===== config.mk =====
export PLATFORM = sky130hd
export DESIGN_NAME = lm71_spi3w_ctrl_flat
export DESIGN_NICKNAME = d
export VERILOG_FILES = /design/src/rtl/lm71_spi3w_ctrl_if.sv /design/src/rtl/lm71_spi3w_ctrl.sv /design/src/flat_wrapper.sv
export SDC_FILE = /design/constraint.sdc
export NUM_CORES = 1
export LEC_CHECK = 0
export ABC_AREA = 1
export ABC_CLOCK_PERIOD_IN_PS = 1650
export BUFFER_PORTS_ARGS = -buffer_cell sky130_fd_sc_hd__buf_2
export CORE_MARGIN = 5
export CORE_UTILIZATION = 53
export CTS_BUF_LIST = sky130_fd_sc_hd__clkbuf_4 sky130_fd_sc_hd__clkbuf_8
export DETAILED_ROUTE_END_ITERATION = 7
export GPL_ROUTABILITY_DRIVEN = 1
export GPL_TIMING_DRIVEN = 0
export PLACE_DENSITY_LB_ADDON = 0.25
export SETUP_SLACK_MARGIN = 0.4
export SYNTH_ARGS = -nofsm -noshare
export SYNTH_HDL_FRONTEND = slang
export SYNTH_SLANG_ARGS = --single-unit

===== constraint.sdc =====
create_clock -name i_clk -period 1.65 [get_ports i_clk]
set_input_delay 0.495 -clock i_clk [delete_from_list [all_inputs] [get_ports i_clk]]
set_output_delay 0.495 -clock i_clk [all_outputs]
set_load 0.01 [all_outputs]

===== src/rtl/lm71_spi3w_ctrl_if.sv =====
// Purpose : Wishbone classic bus bundle between a bus master and the LM71 controller.
// Latency : n/a (wiring only).
// Backpressure: the master holds cyc/stb until it sees o_wb_ack.
// Signals : i_wb_adr/i_wb_dat/i_wb_sel/i_wb_we/i_wb_cyc/i_wb_stb toward the slave,
//           o_wb_rdt/o_wb_ack back to the master. Modports: master, slave.
interface lm71_spi3w_ctrl_if;
   logic [1:0]  i_wb_adr;
   logic [31:0] i_wb_dat;
   logic [3:0]  i_wb_sel;
   logic        i_wb_we;
   logic        i_wb_cyc;
   logic        i_wb_stb;
   logic [31:0] o_wb_rdt;
   logic        o_wb_ack;

   modport master (output i_wb_adr, i_wb_dat, i_wb_sel, i_wb_we, i_wb_cyc, i_wb_stb,
                   input  o_wb_rdt, o_wb_ack);
   modport slave  (input  i_wb_adr, i_wb_dat, i_wb_sel, i_wb_we, i_wb_cyc, i_wb_stb,
                   output o_wb_rdt, o_wb_ack);
endinterface


===== src/rtl/lm71_spi3w_ctrl.sv =====
// Purpose : Wishbone slave driving the LM71 3-wire SPI sensor (16-bit read, optional 16-bit command write).
// Latency : bus ack 1 cycle after cyc&stb; BUSY and cs_n assert on the edge that samples START (the ack
//           cycle), BUSY clears exactly 34*CLK_DIV (66*CLK_DIV with WR_EN) cycles after that edge.
// Backpressure: no bus stalls; ack never in consecutive cycles, START while BUSY is dropped.
// Ports   : i_clk, i_rst_n (async, active low); wb (Wishbone slave modport);
//           o_temp_sc/o_temp_cs_n/o_temp_so/o_temp_so_oe pad controls, i_temp_si SIO pad value;
//           o_irq = DONE & IE.
// Config  : define LM71_SIGN_EXT_EN to make TEMP reads return bits[15:2] sign-extended.
module lm71_spi3w_ctrl #(
   parameter int CLK_DIV = 25
) (
   input  logic             i_clk,
   input  logic             i_rst_n,
   lm71_spi3w_ctrl_if.slave wb,
   output logic             o_temp_sc,
   output logic             o_temp_cs_n,
   input  logic             i_temp_si,
   output logic             o_temp_so,
   output logic             o_temp_so_oe,
   output logic             o_irq
);
   typedef enum logic [2:0] {S_IDLE, S_SETUP, S_READ, S_WRITE, S_HOLD} state_t;

   localparam logic [15:0] TC = 16'(CLK_DIV - 1);

   state_t      state_q;
   logic [15:0] div_q;
   logic [15:0] cmd_q, cmd_sh_q, shift_q, temp_q;
   logic [4:0]  bit_q;
   logic        busy_q, done_q, ie_q, wr_en_q, wr_sh_q, ack_q;
   logic [31:0] rdt_q, rd_dat_d;
   logic        sc_q, cs_n_q, so_q, so_oe_q;

   logic acc, ctrl_wr, start_ok, tick, done_set;
   logic unused_wb;

   // A new access is only accepted when no ack is outstanding, which also
   // produces the 1,0,1,0 ack pattern for a held strobe.
   assign acc      = wb.i_wb_cyc & wb.i_wb_stb & ~ack_q;
   assign ctrl_wr  = acc & wb.i_wb_we & (wb.i_wb_adr == 2'd0);
   assign start_ok = ctrl_wr & wb.i_wb_dat[0] & ~busy_q;
   assign tick     = busy_q & (div_q == TC);
   assign done_set = tick & (state_q == S_HOLD);
   assign unused_wb = ^{wb.i_wb_sel, wb.i_wb_dat[31:16]};

   always_comb begin
      rd_dat_d = '0;
      case (wb.i_wb_adr)
         2'd0: rd_dat_d = {28'd0, wr_en_q, ie_q, done_q, busy_q};
         2'd1: rd_dat_d = {16'd0, cmd_q};
`ifdef LM71_SIGN_EXT_EN
         2'd2: rd_dat_d = {{18{temp_q[15]}}, temp_q[15:2]};
`else
         2'd2: rd_dat_d = {16'd0, temp_q};
`endif
         default: rd_dat_d = '0;
      endcase
   end

   always_ff @(posedge i_clk or negedge i_rst_n) begin
      if (!i_rst_n) begin
         state_q  <= S_IDLE;
         div_q    <= '0;
         cmd_q    <= '0;
         cmd_sh_q <= '0;
         shift_q  <= '0;
         temp_q   <= '0;
         bit_q    <= '0;
         busy_q   <= 1'b0;
         done_q   <= 1'b0;
         ie_q     <= 1'b0;
         wr_en_q  <= 1'b0;
         wr_sh_q  <= 1'b0;
         ack_q    <= 1'b0;
         rdt_q    <= '0;
         sc_q     <= 1'b0;
         cs_n_q   <= 1'b1;
         so_q     <= 1'b0;
         so_oe_q  <= 1'b0;
      end else begin
         ack_q <= acc;
         if (acc && !wb.i_wb_we) rdt_q <= rd_dat_d;
         if (ctrl_wr) begin
            ie_q    <= wb.i_wb_dat[2];
            wr_en_q <= wb.i_wb_dat[1];
         end
         if (acc && wb.i_wb_we && wb.i_wb_adr == 2'd1) cmd_q <= wb.i_wb_dat[15:0];
         // Completion beats a simultaneous DONE_CLR.
         if (done_set) done_q <= 1'b1;
         else if (ctrl_wr && wb.i_wb_dat[3]) done_q <= 1'b0;

         if (!busy_q || tick) div_q <= '0;
         else div_q <= div_q + 16'd1;

         case (state_q)
            S_IDLE: if (start_ok) begin
               cmd_sh_q <= cmd_q;
               wr_sh_q  <= wb.i_wb_dat[1];
               busy_q   <= 1'b1;
               cs_n_q   <= 1'b0;
               bit_q    <= '0;
               state_q  <= S_SETUP;
            end
            S_SETUP: if (tick) begin
               sc_q    <= 1'b1;
               state_q <= S_READ;
            end
            // The 32nd half-period is the low phase after the last sample;
            // it ends the state instead of raising SC again.
            S_READ: if (tick) begin
               if (sc_q) begin
                  shift_q <= {shift_q[14:0], i_temp_si};
                  sc_q    <= 1'b0;
                  bit_q   <= bit_q + 5'd1;
               end else if (bit_q == 5'd16) begin
                  bit_q <= '0;
                  if (wr_sh_q) begin
                     so_oe_q <= 1'b1;
                     so_q    <= cmd_sh_q[15];
                     state_q <= S_WRITE;
                  end else begin
                     state_q <= S_HOLD;
                  end
               end else begin
                  sc_q <= 1'b1;
               end
            end
            // SO advances on the falling tick so it is stable across every rising edge.
            S_WRITE: if (tick) begin
               if (!sc_q) begin
                  sc_q <= 1'b1;
               end else begin
                  sc_q  <= 1'b0;
                  bit_q <= bit_q + 5'd1;
                  if (bit_q == 5'd15) begin
                     so_oe_q <= 1'b0;
                     so_q    <= 1'b0;
                     state_q <= S_HOLD;
                  end else begin
                     so_q     <= cmd_sh_q[14];
                     cmd_sh_q <= {cmd_sh_q[14:0], 1'b0};
                  end
               end
            end
            S_HOLD: if (tick) begin
               cs_n_q  <= 1'b1;
               temp_q  <= shift_q;
               busy_q  <= 1'b0;
               state_q <= S_IDLE;
            end
            default: state_q <= S_IDLE;
         endcase
      end
   end

   assign wb.o_wb_ack  = ack_q;
   assign wb.o_wb_rdt  = rdt_q;
   assign o_temp_sc    = sc_q;
   assign o_temp_cs_n  = cs_n_q;
   assign o_temp_so    = so_q;
   assign o_temp_so_oe = so_oe_q;
   assign o_irq        = done_q & ie_q;
endmodule


===== src/flat_wrapper.sv =====
// flat-port wrapper written by rule: the top's interface ports become plain ports
module lm71_spi3w_ctrl_flat 
#(
   parameter int CLK_DIV = 25
)
  (i_clk, i_rst_n, o_temp_sc, o_temp_cs_n, i_temp_si, o_temp_so, o_temp_so_oe, o_irq, wb_i_wb_adr, wb_i_wb_dat, wb_i_wb_sel, wb_i_wb_we, wb_i_wb_cyc, wb_i_wb_stb, wb_o_wb_rdt, wb_o_wb_ack);
  lm71_spi3w_ctrl_if wb_i ();
  input  logic i_clk;
  input  logic i_rst_n;
  output logic o_temp_sc;
  output logic o_temp_cs_n;
  input  logic i_temp_si;
  output logic o_temp_so;
  output logic o_temp_so_oe;
  output logic o_irq;
  input wire logic [$bits(wb_i.i_wb_adr)-1:0] wb_i_wb_adr;
  input wire logic [$bits(wb_i.i_wb_dat)-1:0] wb_i_wb_dat;
  input wire logic [$bits(wb_i.i_wb_sel)-1:0] wb_i_wb_sel;
  input wire logic [$bits(wb_i.i_wb_we)-1:0] wb_i_wb_we;
  input wire logic [$bits(wb_i.i_wb_cyc)-1:0] wb_i_wb_cyc;
  input wire logic [$bits(wb_i.i_wb_stb)-1:0] wb_i_wb_stb;
  output wire logic [$bits(wb_i.o_wb_rdt)-1:0] wb_o_wb_rdt;
  output wire logic [$bits(wb_i.o_wb_ack)-1:0] wb_o_wb_ack;
  assign wb_i.i_wb_adr = wb_i_wb_adr;
  assign wb_i.i_wb_dat = wb_i_wb_dat;
  assign wb_i.i_wb_sel = wb_i_wb_sel;
  assign wb_i.i_wb_we = wb_i_wb_we;
  assign wb_i.i_wb_cyc = wb_i_wb_cyc;
  assign wb_i.i_wb_stb = wb_i_wb_stb;
  assign wb_o_wb_rdt = wb_i.o_wb_rdt;
  assign wb_o_wb_ack = wb_i.o_wb_ack;
  lm71_spi3w_ctrl #(.CLK_DIV(CLK_DIV)) u_core (.i_clk(i_clk), .i_rst_n(i_rst_n), .wb(wb_i), .o_temp_sc(o_temp_sc), .o_temp_cs_n(o_temp_cs_n), .i_temp_si(i_temp_si), .o_temp_so(o_temp_so), .o_temp_so_oe(o_temp_so_oe), .o_irq(o_irq));
endmodule

; Word-level counts from Yosys, hierarchy flattened
; Cells that the tools add are included.
[totals]
register_bits = 130
in_bits = 44
output_inout_bits = 38
elab_cells = 132
[op_classes]
n_addsub = 2
n_eq_ne = 21
muxes = 55
bitwise_logic = 11
n_reduce_logical = 25
[ops]
columns = operator, count
row1 = $mux 16, 5
row2 = $pmux 16 s3, 1
row3 = $pmux 16 s2, 1
row4 = $mux 3, 10
row5 = $mux 5, 6
row6 = $mux 1, 25
row7 = $ne 2x1->1 const B, 9
row8 = $add 16x1->16 const B, 1
row9 = $eq 16x5->1 const B, 1
row10 = $pmux 3 s5, 1
row11 = $pmux 5 s3, 1
row12 = $and 1x1->1, 9
row13 = $reduce_and 9->1, 1
row14 = $pmux 1 s2, 4
row15 = $reduce_and 8->1, 1
row16 = $reduce_bool 2->1, 4
row17 = $reduce_and 7->1, 1
row18 = $eq 3x2->1 const B, 2
row19 = $reduce_and 3->1, 2
row20 = $reduce_and 6->1, 1
row21 = $reduce_bool 3->1, 2
row22 = $add 5x1->5 const B, 1
row23 = $eq 5x4->1 const B, 1
row24 = $eq 5x5->1 const B, 1
row25 = other kinds (16), 23

; Longest topological paths before layout
; Gate-level depths: netlist of run 1.
[logic_depth]
word_depth = 8
ltp_mapped = 12
mapped_depth_nobuf = 12

; Least setup slack after synthesis of run 1
; Ideal clock, no wire load.
[synth_timing]
kind = register to register
start = register u_core.bit_q[0]
end = register u_core.cmd_sh_q[10]
setup_ns = 0.116
arrival_ns = 1.486
required_time_ns = 1.534
setup_slack_ns = 0.048
stages_incl_launch_ff = 10
n_path_buf = 1
synth_period_minus_slack_ns = 1.602
cell_sequence = dfrtp_1 > ha_1 > nand2_1 > nor2_1 > ha_1 > nor2_2 > o211ai_2 > buf_4 > nand2_1 > nand2_1
[synth_via]
elab_chain_cells = 3
[synth_lines]
columns = item, line_no
row1 = "start, declared", lm71_spi3w_ctrl.sv:29  ; logic [4:0] bit_q;
row2 = "start signal, assigned", lm71_spi3w_ctrl.sv:114  ; bit_q <= bit_q + 5'd1;
row3 = "start signal, assigned", lm71_spi3w_ctrl.sv:134  ; bit_q <= bit_q + 5'd1;
row4 = $eq 5x4->1, lm71_spi3w_ctrl.sv:135  ; if (bit_q == 5'd15) begin
row5 = $ne 2x2->1 (no source line), n/a
row6 = $reduce_and 5->1 (no source line), n/a
row7 = "end signal, assigned", lm71_spi3w_ctrl.sv:97  ; cmd_sh_q <= cmd_q;
row8 = "end signal, assigned", lm71_spi3w_ctrl.sv:141  ; cmd_sh_q <= {cmd_sh_q[14:0], 1'b0};
row9 = "end, declared", lm71_spi3w_ctrl.sv:28  ; logic [15:0] cmd_q, cmd_sh_q, shift_q, temp_q;
; No other way between the ends.
; A chain may end at the register's enable or synchronous reset.

; Worst setup path in the final report of run 1
[layout_timing]
start = register u_core.state_q[2]
end = register u_core.state_q[0]
[layout_via]
elab_chain_cells = 3
elab_cells_between_ends = 16
classes_between = 13 x eq/ne / 1 x mux / 2 x reduce/logical
[layout_lines]
columns = item, line_no
row1 = "start, declared", lm71_spi3w_ctrl.sv:26  ; state_t state_q;
row2 = "start signal, assigned", lm71_spi3w_ctrl.sv:62  ; state_q <= S_IDLE;
row3 = "start signal, assigned", lm71_spi3w_ctrl.sv:102  ; state_q <= S_SETUP;
row4 = "start signal, assigned", lm71_spi3w_ctrl.sv:106  ; state_q <= S_READ;
row5 = $eq 3x1->1 (tied with other cells), lm71_spi3w_ctrl.sv:95  ; case (state_q)
row6 = $ne 2x1->1 (no source line) / $ne 2x2->1 (equally long branches), n/a
row7 = $reduce_and 9->1 (no source line), n/a
; Several ways; a longest one is shown, not always the timed one.

==> impl_metrics.toml, run 1 <==
[clocking]
cts.clk_slew.worst_paths_ns = 0.08
clockBufferDepth = 2
cts.sink_count = 114
htreeDepth = 4
clockRootBuffer = "clkbuf_8"
insertion_delay_ns = 0.46
cts_inserted_buffers = 17
cts_tree = "built"

[critical_path]
r2r-start = "u_core.state_q[2]"
crit_chain = "buf_4 > inv_1 > nor2_1 > o21ai_0 > nand2_2 > nor2_4 > nand2_1 > nand2_1"
rr_worst_depth = 8
crit_buf_inv = 2
arrival_ns = 2.12
path_delay_family = "simple AND/OR/NAND/NOR gates"
timing.rr.end = "u_core.state_q[0]"
critPathMaxStageDelay_ns = 0.43
worstSetupPathType = "reg2reg"
worst_path_max_delay_cell = "dfrtp_2"
crit_path_end_kind = "flip-flop"
cp-start-kind = "flip-flop"
cpMostUsedCell = "nand2_1"
cp_max_fo = 3
reg2reg_slack_ns = -0.11
cp_data_required_time_ns = 2.00

[placement]
hpwl_um = 8810
port_buffers = 45
place_congestion = 0.904
post-place-cells = 853

[floorplanning]
initial_core_util = 0.547
fp.dieArea_um2 = 12300
dieHeight_um = 111
die_w_um = 111
placementRows = 36
core_um2 = 9860
ioPinCount = 82

[power_and_ir_drop]
power_mw = 9.21
clockPowerShare = 0.290
power_density_nw_per_um2 = 1170
leakage_nw = 3.89
p_switching_mw = 3.24
switching_share = 0.352
ir_drop_mv = 0.802
seq_power_share = 0.380
pwr-share-comb = 0.331
p_int_mw = 5.97

[timing]
hold_violations = 0
slew_headroom = 0.532
fin_skew_ns = 0.0121
timing.fmax_mhz = 567
fin_crit_sh = 1.07
hold_ws_ns = 0.0799
tightest_slew_ns = 0.702
setup_viol = 49
grt_setup_unrepaired = "yes"
finalMaxSlewViolations = 0
fin_ws_ns = -0.115
tns_ns = -3.56
min_period_ns = 1.76

[yosys]
syn_area_um2 = 5400
yosysWarnings = 0
syn-instance-count = 659
synth_seq_cells = 114
yosysUniqueCellTypes = 40
yosys.area.top_type = "dfrtp_1"
ys_top_cells_by_area = "dfrtp_1 (52%), nand2_1 (17%), inv_1 (3.8%)"
synth_seq_area_share = 0.528
syn_avg_cell_area_um2 = 8.19
synth_top_area_share = 0.524

[route]
drc = 0
wire_per_inst_um = 17.2
detail-route-antenna-nets = 0
dr_total_vias = 5216
wirelength_um = 16600
vias_per_cell = 5.43
drt_iter0_markers = 525
drt_pass1_iterations = 5

[finish]
nets = 863
drive_gt1_frac = 0.426
multi_input_area_um2 = 2880
area_delta_synth_final_pct = 46.1
final_common_cell = "nand2_1"
seqCellArea_um2 = 2860
finalNonFillerCells = 960
fillers = 567
antenna_cells = 0
mostFrequentLayoutCells = "nand2_1 (194), dfrtp_1 (107), buf_4 (65), inv_1 (46), buf_2 (41)"

[grt]
grt_pass1_wl_um = 24600
first_global_vias = 5025
grt_usage = 0.249
overflow = 0
grt_start_max_net_pins = 64
grt_antenna_before_repair = 0

[status]
violations = "setup timing"
run_status = "finished with violations"

[flow_run]
max-cap-violations = 0

[worst_hold_path]
hp-class = "in2async"
==> worst register-to-register path, stage by stage, from the launching register on <==
cell and delay (ns):
dfrtp_2 0.43, buf_4 0.14, inv_1 0.07, nor2_1 0.43, o21ai_0 0.24, nand2_2 0.17, nor2_4 0.06, nand2_1 0.06
nand2_1 0.05
==> state kept, by name, indices dropped and copies added (netlist names) <==
| signal | cells |
|---|---|
| u_core.done_q | 1 |
| u_core.wr_en_q | 1 |
| u_core.div_q | 16 |
| u_core.wb.o_wb_rdt | 16 |
| u_core.wr_sh_q | 1 |
| u_core.shift_q | 16 |
| u_core.o_temp_sc | 1 |
| u_core.temp_q | 16 |
| u_core.state_q | 3 |
| u_core.o_temp_cs_n | 1 |
| u_core.busy_q | 1 |
| u_core.o_temp_so_oe | 1 |
| u_core.bit_q | 5 |
| u_core.o_temp_so | 1 |
| u_core.cmd_sh_q | 16 |
| u_core.ie_q | 1 |
| u_core.wb.o_wb_ack | 1 |
| u_core.cmd_q | 16 |
==> timing repair <==
item	4_1_cts	5_1_grt
cloned	10	1
resized for setup	127	92
hold buffers	0	0
setup buffers	36	28
endpoints found under the setup margin	127	133
pin swaps	31	27
==> cell type report <==
class	instances	area share
Clock inverter	9	0.0135
Sequential cell	114	0.363
Multi-Input combinational cell	465	0.365
Clock buffer	23	0.0370
Timing Repair Buffer	120	0.122
Tap cell	133	0.0211
Inverter	62	0.0333
Buffer	34	0.0449
==> routing by layer <==
metal | wire [um] | track usage | up-vias | part of all wire
li1 | - | - | 2379 | -
met1 | 6550 | 0.311 | 2585 | 0.40
met2 | 8630 | 0.426 | 205 | 0.52
met3 | 832 | 0.0600 | 47 | 0.050
met5 | 0 | 0 | - | 0
met4 | 538 | 0.0805 | 0 | 0.032
==> worst max-delay path by stage <==
stage	startpoint	end	slack, ns	depth (start not counted)
after global routing	u_core.div_q[11]	u_core.cmd_sh_q[14]	-0.22	10
after global placement	i_rst_n	u_core.state_q[2]	-1.42	1
after detailed placement	wb_i_wb_stb	u_core.cmd_sh_q[10]	-0.22	9
final	u_core.state_q[2]	u_core.state_q[0]	-0.11	8
after CTS	u_core.div_q[1]	u_core.cmd_sh_q[8]	-0.04	11
after floorplan	u_core.bit_q[0]	u_core.cmd_sh_q[10]	0.11	9
==> stage by stage <==
stage / area (um2) / setup WS, ns / util
finish: 7890 / -0.115 / 0.800
global route: 7890 / -0.223 / 0.800
CTS: 7350 / -0.0350 / 0.746
detailed placement: 6130 / -0.218 / 0.622
global placement: 6100 / -1.42 / 0.619
floorplan: 5710 / 0.110 / -
==> synthesized netlist by cell type, drive strengths merged <==
| cell | number |
|---|---|
| nand2 | 243 |
| dfrtp | 113 |
| inv | 62 |
| nor2 | 58 |
| o21ai | 56 |
| nand3 | 23 |
| buf | 22 |
| a21oi | 12 |
| a31oi | 12 |
| clkbuf | 12 |
| mux2 | 11 |
| nor3 | 10 |
| ha | 5 |
| nand4 | 5 |
| or2 | 2 |
| xnor2 | 2 |
| xor2 | 2 |
| a221oi | 1 |
| and3 | 1 |
| conb | 1 |
| dfstp | 1 |
| nor3b | 1 |
| nor4 | 1 |
| o2111ai | 1 |
| o211ai | 1 |
| o22ai | 1 |
==> power groups by stage <==
stage                     Combinational (mW)  Clock (mW)  Sequential [mW]
after floorplan                         1.37           0             3.47
after global placement                  1.85           0             3.49
after CTS                               2.57        2.63             3.46
final                                   3.05        2.67             3.50
after detailed placement                1.92           0             3.50
after global routing                    3.29        2.82             3.53
==> cells by family (layout without fill, tap and decap cells) <==
family	count (synthesis)	in the layout	synth area share
AND/OR/NAND/NOR	344	345	0.263
flip-flops	114	114	0.528
buffers and inverters	96	248	0.0806
AO/OA/AOI/OAI	84	84	0.0857
multiplexers	11	11	0.0229
adder cells (fa/ha/maj)	5	5	0.0116
XOR/XNOR	4	4	0.00649
other	1	16	0.000694
Power figures use the tool's default switching activity.
==> inputs of run 2 (changes only) <==
--- a/config.mk
+++ b/config.mk
@@ -8,6 +8,7 @@
 export ABC_AREA = 1
 export ABC_CLOCK_PERIOD_IN_PS = 1650
 export BUFFER_PORTS_ARGS = -buffer_cell sky130_fd_sc_hd__buf_2
+export CAP_MARGIN = 20
 export CORE_MARGIN = 5
 export CORE_UTILIZATION = 53
 export CTS_BUF_LIST = sky130_fd_sc_hd__clkbuf_4 sky130_fd_sc_hd__clkbuf_8
@@ -15,6 +16,7 @@
 export GPL_ROUTABILITY_DRIVEN = 1
 export GPL_TIMING_DRIVEN = 0
 export PLACE_DENSITY_LB_ADDON = 0.25
+export RECOVER_POWER = 50
 export SETUP_SLACK_MARGIN = 0.4
 export SYNTH_ARGS = -nofsm -noshare
 export SYNTH_HDL_FRONTEND = slang
==> impl_metrics.toml, run 2 (synthesis gave the netlist of run 1 again) <==
[route]
drt_pass1_iterations = 5
vias_per_cell = 5.44
dr_total_vias = 5225
detail-route-antenna-nets = 0
wirelength_um = 16600
drc = 0
drt_iter0_markers = 476
wire_per_inst_um = 17.3

[clocking]
cts_inserted_buffers = 17
cts_tree = "built"
insertion_delay_ns = 0.46
cts.clk_slew.worst_paths_ns = 0.08
htreeDepth = 4
hold_buffers = 0
clockBufferDepth = 2
clockRootBuffer = "clkbuf_8"
cts.sink_count = 114

[grt]
grt_usage = 0.249
grt_pass1_wl_um = 24600
overflow = 0
grt_start_max_net_pins = 64
grt_antenna_before_repair = 0
first_global_vias = 5025

[finish]
seqCellArea_um2 = 2860
antenna_cells = 0
mostFrequentLayoutCells = "nand2_1 (194), dfrtp_1 (107), buf_4 (64), inv_1 (46), buf_2 (41)"
multi_input_area_um2 = 2880
finalNonFillerCells = 960
final_util = 0.797
drive_gt1_frac = 0.424
nets = 863
fillers = 571
area_delta_synth_final_pct = 45.6
final_common_cell = "nand2_1"

[floorplanning]
dieHeight_um = 111
initial_core_util = 0.547
die_w_um = 111
placementRows = 36
fp.dieArea_um2 = 12300
ioPinCount = 82
core_um2 = 9860

[timing]
fin_crit_sh = 1.08
hold_ws_ns = 0.267
tightest_slew_ns = 1.33
timing.fmax_mhz = 559
setup_viol = 49
finalMaxSlewViolations = 0
min_period_ns = 1.79
tns_ns = -3.96
slew_headroom = 0.114
grt_setup_unrepaired = "yes"
fin_skew_ns = 0.0123
hold_violations = 0
fin_ws_ns = -0.139

[critical_path]
path_delay_family = "simple AND/OR/NAND/NOR gates"
critPathMaxStageDelay_ns = 0.43
rr_worst_depth = 7
cp_data_required_time_ns = 2.04
arrival_ns = 2.18
critical_path_cell_count = 7
crit_chain = "nor2_1 > nand4_1 > or2_4 > a21oi_4 > buf_6 > nand2_1 > nand2_1"
worst_path_max_delay_cell = "dfrtp_2"
cp_max_fo = 5
worstSetupPathType = "reg2reg"
crit_buf_inv = 1
crit_path_end_kind = "flip-flop"
cpMostUsedCell = "nand2_1"
cp-start-kind = "flip-flop"

[power_and_ir_drop]
power_mw = 9.19
leakage_nw = 3.88
power_density_nw_per_um2 = 1170
ir_drop_mv = 0.803

[worst_hold_path]
hold_depth = 2
hp-class = "in2reg"

[placement]
hpwl_um = 8810
place_congestion = 0.904
port_buffers = 45
post-place-cells = 853

[flow_run]
max-cap-violations = 0

[status]
violations = "setup timing"
run_status = "finished with violations"
[run 2: cell types whose count changed in the layout (fill, tap and decap cells not counted)]
cell / before / now
buf_16: 1 / 0
buf_4: 65 / 64
buf_8: 4 / 5
clkbuf_2: 1 / 2
nor2_1: 23 / 24
nor2_4: 27 / 26
[run 2: worst paths after layout]
path | from | endpoint | slack, ns
max in group asynchronous | i_rst_n | u_core.div_q[3] | 0.23
max | u_core.wb.o_wb_ack | u_core.cmd_sh_q[8] | -0.14
max reg2reg | u_core.wb.o_wb_ack | u_core.cmd_sh_q[8] | -0.14
min | wb_i_wb_dat[7] | u_core.cmd_q[7] | 0.27
min in group asynchronous | i_rst_n | u_core.bit_q[2] | 0.33
min reg2reg | u_core.cmd_sh_q[12] | u_core.cmd_sh_q[12] | 0.49
[run 2: timing repair]
item                                    in CTS  in global routing
resized for setup                          127                 92
buffers inserted                            36                 28
pin swaps                                   31                 27
endpoints found under the setup margin     127                133
hold endpoints to repair                     0                  0
cloned                                      10                  1
[run 2: stage by stage]
stage                     worst slack, ns  area, um2
after floorplan                     0.110       5710
after global placement              -1.42       6100
after detailed placement           -0.218       6130
after CTS                         -0.0350       7350
after global routing               -0.223       7870
final                              -0.139       7870
[run 2: area by class of cell]
type,count,share of cell area
tap,133,0.0212
sequential,114,0.364
clock buffer,23,0.0371
timing repair buffer,120,0.120
clock inverter,9,0.0135
inverter,62,0.0334
multi-input combinational,465,0.366
buffer,34,0.0450
[run 2: power by group]
part / leakage [nW] / internal [mW] / switching, mW
Clock: 0.200 / 1.48 / 1.18
Combinational: 2.18 / 1.31 / 1.73
Sequential: 1.50 / 3.18 / 0.317
Total: 3.88 / 5.96 / 3.23
[run 2: routing by layer]
layer / share of wire / vias to the layer above / GRT usage
met5: 0 / - / 0
met4: 0.031 / 0 / 0.0805
met3: 0.047 / 48 / 0.0600
met2: 0.52 / 196 / 0.426
met1: 0.40 / 2596 / 0.311
li1: - / 2385 / -
==> inputs of run 3 (changes only) <==
--- a/config.mk
+++ b/config.mk
@@ -10,7 +10,7 @@
 export BUFFER_PORTS_ARGS = -buffer_cell sky130_fd_sc_hd__buf_2
 export CAP_MARGIN = 20
 export CORE_MARGIN = 5
-export CORE_UTILIZATION = 53
+export CORE_UTILIZATION = 35
 export CTS_BUF_LIST = sky130_fd_sc_hd__clkbuf_4 sky130_fd_sc_hd__clkbuf_8
 export DETAILED_ROUTE_END_ITERATION = 7
 export GPL_ROUTABILITY_DRIVEN = 1
==> impl_metrics.toml, run 3 (synthesis gave the netlist of run 1 again) <==
[critical_path]
r2r-start = "u_core.div_q[1]"
cp_data_required_time_ns = 1.99
critPathMaxStageDelay_ns = 0.39
crit_buf_inv = 3
cp_max_fo = 8
cp-start-kind = "flip-flop"
arrival_ns = 2.09
rr_worst_depth = 10
crit_chain = "inv_1 > ha_2 > nand3_2 > nor2_4 > nand3_4 > inv_4 > nand3_4 > buf_8 > nand2_2 > o21ai_1"
cpMostUsedCell = "nand3_4"
path_delay_family = "simple AND/OR/NAND/NOR gates"
worstSetupPathType = "reg2reg"
timing.rr.end = "u_core.shift_q[2]"
crit_path_end_kind = "flip-flop"
reg2reg_slack_ns = -0.11
worst_path_max_delay_cell = "dfrtp_1"

[finish]
fillers = 1357
drive_gt1_frac = 0.403
area_delta_synth_final_pct = 44.9
antenna_cells = 0
nets = 855
final_common_cell = "nand2_1"
mostFrequentLayoutCells = "nand2_1 (191), dfrtp_1 (107), buf_4 (60), inv_1 (47), buf_2 (39)"
multi_input_area_um2 = 2820
final_util = 0.517
seqCellArea_um2 = 2860

[flow_run]
max-cap-violations = 0

[timing]
min_period_ns = 1.76
setup_viol = 35
tns_ns = -1.95
tightest_slew_ns = 0.667
hold_ws_ns = 0.275
hold_violations = 0
grt_setup_unrepaired = "yes"
fin_skew_ns = 0.0113
fin_ws_ns = -0.108
timing.fmax_mhz = 569
finalMaxSlewViolations = 0
fin_crit_sh = 1.07
slew_headroom = 0.555

[grt]
grt_start_max_net_pins = 94
grt_usage = 0.159
grt_antenna_before_repair = 0
first_global_vias = 4684
overflow = 0
grt_pass1_wl_um = 22800

[route]
drt_iter0_markers = 222
vias_per_cell = 4.73
drc = 0
detail-route-antenna-nets = 0
wire_per_inst_um = 14.2
drt_pass1_iterations = 4
wirelength_um = 14300
dr_total_vias = 4760

[floorplanning]
fp.dieArea_um2 = 18000
placementRows = 45
core_um2 = 15100
dieHeight_um = 134
ioPinCount = 82
initial_core_util = 0.357
die_w_um = 134

[clocking]
clockRootBuffer = "clkbuf_8"
cts_tree = "built"
cts_inserted_buffers = 17
htreeDepth = 4
insertion_delay_ns = 0.46
cts.sink_count = 114
cts.clk_slew.worst_paths_ns = 0.07
clockBufferDepth = 2

[status]
violations = "setup timing"
run_status = "finished with violations"

[power_and_ir_drop]
ir_drop_mv = 0.524
power_mw = 9.30
power_density_nw_per_um2 = 1190
leakage_nw = 3.84

[worst_hold_path]
hold_depth = 2
hp-start = "wb_i_wb_dat[6]"
hold_end = "u_core.cmd_q[6]"
hp-class = "in2reg"

[placement]
place_congestion = 0.867
hpwl_um = 9250
preCtsSetupSlack_ns = -0.205
port_buffers = 45
run 3: cell types whose count changed in the layout (fill, tap and decap cells not counted), sizes merged:
cell	delta
bufinv	+1
clkbuf	-8
dlygate4sd3	+1
buf	-4
inv	+1
clkinvlp	+1
run 3: timing repair:
| action | 4_1_cts | 5_1_grt |
|---|---|---|
| hold endpoints to repair | 21 | 0 |
| setup buffers | 38 | 17 |
| pin swaps | 29 | 22 |
| hold buffers | 1 | 0 |
| endpoints found under the setup margin | 127 | 214 |
| gates cloned | 8 | 3 |
| resized for setup | 107 | 94 |
run 3: layout make-up:
cell class | instances | area share
flip-flops and latches | 114 | 0.366
multi-input cells | 465 | 0.360
repair buffers | 112 | 0.112
plain buffers | 34 | 0.0440
clock buffers | 20 | 0.0344
inverters | 62 | 0.0336
well taps | 188 | 0.0301
clock inverters | 12 | 0.0200
run 3: layer usage:
metal | vias to the layer above | wire length [um] | part of all wire | global-route usage
met5 | - | 0 | 0 | 0
met3 | 26 | 571 | 0.040 | 0.0413
li1 | 2361 | - | - | -
met4 | 0 | 348 | 0.024 | 0.0667
met2 | 84 | 7200 | 0.50 | 0.264
met1 | 2289 | 6210 | 0.43 | 0.198
run 3: power by group:
part | switching [mW] | total, mW | internal, mW
Combinational | 1.68 | 3.03 | 1.35
Sequential | 0.299 | 3.47 | 3.17
Clock | 1.20 | 2.79 | 1.59
Total | 3.18 | 9.30 | 6.11
run 3: how the worst max path moves through the flow:
stage | slack (ns) | startpoint | end | cells past startpoint
2_1_floorplan | 0.11 | u_core.bit_q[0] | u_core.cmd_sh_q[10] | 9
3_3_place_gp | -1.46 | i_rst_n | u_core.state_q[2] | 1
3_5_place_dp | -0.20 | wb_i_wb_cyc | u_core.cmd_sh_q[12] | 9
4_1_cts | -0.05 | u_core.div_q[0] | u_core.state_q[1] | 10
5_1_grt | -0.21 | u_core.div_q[1] | u_core.shift_q[2] | 10
6_report | -0.11 | u_core.div_q[1] | u_core.shift_q[2] | 10
run 3: per-stage QoR:
| stage | std cells | cell area, um2 |
|---|---|---|
| floorplan | 674 | 5710 |
| global placement | 907 | 6170 |
| detailed placement | 908 | 6210 |
| CTS | 987 | 7400 |
| global route | 1007 | 7820 |
| finish | 1007 | 7820 |
